--- src/rtl/clock_frequency_divider.sv ---
// clock_frequency_divider
//   Derives a slow, 50%-duty clock from InClock by counting HALF_PERIOD input
//   cycles per phase and toggling the output register at the end of each phase.
//
// Parameters
//   INPUT_FREQUENCY   frequency of InClock in Hz
//   OUTPUT_FREQUENCY  requested OutClock frequency in Hz (> 0)
//
// Ports
//   InClock   in   source clock; all state changes on its rising edge
//   reset     in   asynchronous, active-high reset; clears counter and OutClock
//   OutClock  out  divided clock, driven straight from a register (glitch-free)

module clock_frequency_divider #(
    parameter int unsigned INPUT_FREQUENCY  = 50_000_000,
    parameter int unsigned OUTPUT_FREQUENCY = 1
) (
    input  logic InClock,
    input  logic reset,
    output logic OutClock
);

    // Guard the division so an illegal OUTPUT_FREQUENCY reaches the check below
    // instead of tripping a divide-by-zero during elaboration.
    localparam int unsigned HALF_PERIOD =
        (OUTPUT_FREQUENCY == 0) ? 0 : INPUT_FREQUENCY / (2 * OUTPUT_FREQUENCY);

    // The counter only has to reach HALF_PERIOD-1, so clog2(HALF_PERIOD) bits suffice.
    localparam int unsigned COUNT_WIDTH = (HALF_PERIOD > 1) ? $clog2(HALF_PERIOD) : 1;

    localparam logic [COUNT_WIDTH-1:0] LAST_COUNT =
        (HALF_PERIOD > 0) ? COUNT_WIDTH'(HALF_PERIOD - 1) : '0;

    // Elaboration-time parameter checks
    if (OUTPUT_FREQUENCY == 0) begin : g_bad_output_frequency
        $error("clock_frequency_divider: OUTPUT_FREQUENCY must be greater than 0");
    end else if (HALF_PERIOD < 1) begin : g_bad_ratio
        $error("clock_frequency_divider: 2*OUTPUT_FREQUENCY exceeds INPUT_FREQUENCY");
    end

    logic [COUNT_WIDTH-1:0] counter_q, counter_d;
    logic                   out_q, out_d;
    logic                   phase_end;

    assign phase_end = (counter_q == LAST_COUNT);

    always_comb begin
        counter_d = counter_q + COUNT_WIDTH'(1);
        out_d     = out_q;
        if (phase_end) begin
            counter_d = '0;
            out_d     = ~out_q;
        end
    end

    always_ff @(posedge InClock or posedge reset) begin
        if (reset) begin
            counter_q <= '0;
            out_q     <= 1'b0;
        end else begin
            counter_q <= counter_d;
            out_q     <= out_d;
        end
    end

    assign OutClock = out_q;

endmodule

--- config.mk ---
export PLATFORM = sky130hd
export DESIGN_NAME = clock_frequency_divider
export DESIGN_NICKNAME = d
export VERILOG_FILES = /design/src/rtl/clock_frequency_divider.sv
export SDC_FILE = /design/constraint.sdc
export NUM_CORES = 1
export LEC_CHECK = 0
export CORE_MARGIN = 4
export CORE_UTILIZATION = 60
export CTS_BUF_LIST = sky130_fd_sc_hd__clkbuf_8
export DETAILED_ROUTE_END_ITERATION = 8
export PLACE_DENSITY = 0.77
export SYNTH_ARGS = -nofsm -noshare
export SYNTH_HDL_FRONTEND = slang
export SYNTH_SLANG_ARGS = --single-unit
--- constraint.sdc ---
create_clock -name InClock -period 2.2 [get_ports InClock]
set_clock_uncertainty 0.2 [all_clocks]
set_input_delay 0.33 -clock InClock [delete_from_list [all_inputs] [get_ports InClock]]
set_output_delay 0.33 -clock InClock [all_outputs]
set_load 0.05 [all_outputs]
==> impl_results.md, run 1 <==
- Vias per cell: slightly above 6
- Largest area contributor in the netlist: dfrtp_1
- Top post-synthesis cells by area: dfrtp_1, xor2_1, nand3_1, o31ai_1, a21oi_1
- Tightest Pin Transition: approximately 0.49 ns
- Die width: around 55 um
- Largest stage delay, worst path: approximately 0.43 ns
- Setup slack, reg-to-reg: around 0.16 ns
- Hold_buf cts: 0
- Launching point of the worst reg2reg path: counter_q[0]$_DFF_PP0_
- Total CTS buffers: 3
- Clock transition at the registers of the reported paths: 0.09 ns
- Final worst path period share: between 90 and 100%
- Syn Area/Cell: 10.26 um2
- Syn nets: ~130
- Most common cell after layout, fill and taps aside: dfrtp_1
- Clock buffer depth: 2
- Worst vdd ir: ~480 uV
- Largest net degree at the start of global routing: 27
- Min-delay worst type: in2async
- Final worst setup slack: approximately 0.16 ns
- Final Max Slew Viols: 0
- Area Overhead vs Synth: 8.667%
- Top delay family on crit path: simple AND/OR/NAND/NOR gates
- IO buf count: 2
- Worst R2R End: counter_q[16]$_DFF_PP0_
- Leak: a little over 0.0006 uW
- Final-layout fill cell count: roughly 160
- Max cap viols: 0
- Die H: approximately 55 um
- GRT Total Usage: approximately 20%
- Crit Path Class: reg2reg
- Worst-path fanout max: 7
- Setup TNS: 0 ns
- Avg WL per Cell: between 10 and 15 um
- Vias in the first global route: 916
- Mapped cell area: roughly 1300 um2
- Total Power: ~790 uW
- Slowest cell on crit path: or3_1
- Root buffer cell: clkbuf_8
- Commonest non-fill, non-tap cells in the layout: dfrtp_1, nand3_1, nand2_1, xor2_1, a21oi_1
- Global-route wire length before repair: 4215 um
- Critical Path Source Type: flip-flop
- Final Hold Fails: 0
- Row cnt: 16
- Flip-flop and latch area: 650.6 um2
- Worst Path Arrival: just over 2 ns
- CTS tree: yes
- Dpl cells: approximately 160
- Yosys top cell area share: about 50%
- Vias: just under 1000
- Later-pin clock latency in the skew report: about 0.26 ns
- H-tree levels: 1
- R2r worst-path depth: 5
- Worst Path Required: 2.20 ns
- Ys Warns: 0
- Total grt overflow: 0
- Pwr Density: 553.2 nW/um2
- FF+latch count, synth: 26
- Initial core utilization: 64.98%
- Non-Filler Instances: 160
- RSZ-0062 raised after global routing: no
- Endpoints failing setup: 0
- Slew margin rel.: 67.06%
- # IOs: 3
- Postcts setup bufs: 0
- Sequential area share after synthesis: around half
- First-pass detailed-route iteration total: 4
- Finished Cell Area: 1428 um2
- Area taken by multi-input logic gates: just over 600 um2
- Layout net count: around 140
- Post-Synthesis Cells: around 130
- Die area: 3002 um2
- Critical path buffers and inverters: 0
- Ant diodes: 0
- Final wirelength: ~2400 um
- Worst-path cell chain: ha_1 > and3_1 > nand4_1 > or3_1 > a21oi_1
- Post-synth ARST share: 100.0%
- 1st-iter DRT viols: 26
- Dpl ws: ~0.12 ns
- Post-synth EDFFs: 0
- Netlist cell types: 32
- Status: finished, final reports clean
- Placed instance area: 1364 um2
- # clock sinks: 26
- CTS resizes: 0
- Primary FF master, synth: dfrtp_1
- Initial antenna violation count: 0
- Tmin final: between 2 and 2.5 ns
- Post-DP HPWL: about 1700 um
- Fmax: roughly 0.5 GHz
- Worst Setup End Kind: flip-flop
- Share of layout cells above drive strength 1: 12.03%
- Final GP Congestion: around 0.82
- Core Box Area: ~2000 um2
- Number of routed nets with antenna violations: 0
- DRC violations left: 0
-- synth_stat cells (4+ instances only) --
cell and number:
o21ai_0 6, inv_1 6, xor2_1 8, nand3_1 10
o31ai_1 6, nor2_1 6, nand4_1 4, xnor2_1 4
a21oi_1 8, or3_1 5, nor3_1 4, dfrtp_1 26
nand2_1 9
-- worst reg2reg max path, delay by kind of cell (launching register included) --
kind | cells | cell delay [ns]
and+or+nand+nor | 3 | 1.04
AOI/OAI and AO/OA | 1 | 0.15
adders and majority gates | 1 | 0.19
DFF | 1 | 0.40
-- cells by family (layout without fill, tap and decap cells) --
logic type	count (synthesis)	count (layout)	synth area share (%)
AOI/OAI and AO/OA	22	22	10.00
xor gates and xnor gates	12	12	8.000
adders and majority gates	1	1	0.9522
buffers and inverters	10	15	3.714
DFF	26	26	49.52
muxes	1	1	0.7619
and+or+nand+nor	56	56	27.05
-- report_power, final --
part,internal [uW],switching (uW),leakage (uW)
logic,2.85,8.97,0.000244
registers,477,0,0.000349
clock network,160,141,0.0000288
total,640,150,0.000622
-- sequential cells by signal, summed over array words and instances (netlist names) --
signal,cells
counter_q,25
OutClock,1
-- cell type report --
class	instances	share of cell area [%]
Tap cell	27	2.366
Clock buffer	4	3.856
Sequential cell	26	45.57
Inverter	6	1.578
Timing Repair Buffer	5	2.980
Multi-Input combinational cell	92	43.65
-- metal layers --
layer / track usage (%) / share of wire, % / vias up / routed length (um)
met1: 26.72 / 48 / 495 / 1135
li1: - / - / 472 / -
met2: 31.69 / 50 / 14 / 1186
met3: 2.452 / 2.4 / 2 / 58
met5: 0 / 0 / - / 0
met4: 7.884 / 0.29 / 0 / 7
-- how the worst max path moves through the flow --
stage	from	endpoint	cells after the start
5_1_grt	counter_q[0]$_DFF_PP0_	counter_q[16]$_DFF_PP0_	5
4_1_cts	counter_q[0]$_DFF_PP0_	counter_q[24]$_DFF_PP0_	5
2_1_floorplan	counter_q[0]$_DFF_PP0_	counter_q[11]$_DFF_PP0_	7
3_3_place_gp	counter_q[0]$_DFF_PP0_	counter_q[24]$_DFF_PP0_	5
6_report	counter_q[0]$_DFF_PP0_	counter_q[16]$_DFF_PP0_	5
3_5_place_dp	counter_q[0]$_DFF_PP0_	counter_q[24]$_DFF_PP0_	5
-- per-stage QoR --
stage | util (%) | hold slack, ns
global route | 70.61 | 0.2324
finish | 70.61 | 0.2065
floorplan | - | 0.1700
CTS | 70.17 | 0.2170
detailed placement | 67.45 | 0.2745
global placement | 67.45 | 0.2560
(Power assumes the default switching activity.)
==> inputs of run 2 (changes only) <==
CTS_CLUSTER_DIAMETER = 100   (was not set)
==> results of run 2 <==
No change in the layout: final DEF, timing and power equal those of run 1.
==> inputs of run 3 (changes only) <==
SLEW_MARGIN = 30   (was not set)
==> results of run 3 <==
No change in the layout: final DEF, timing and power equal those of run 1.
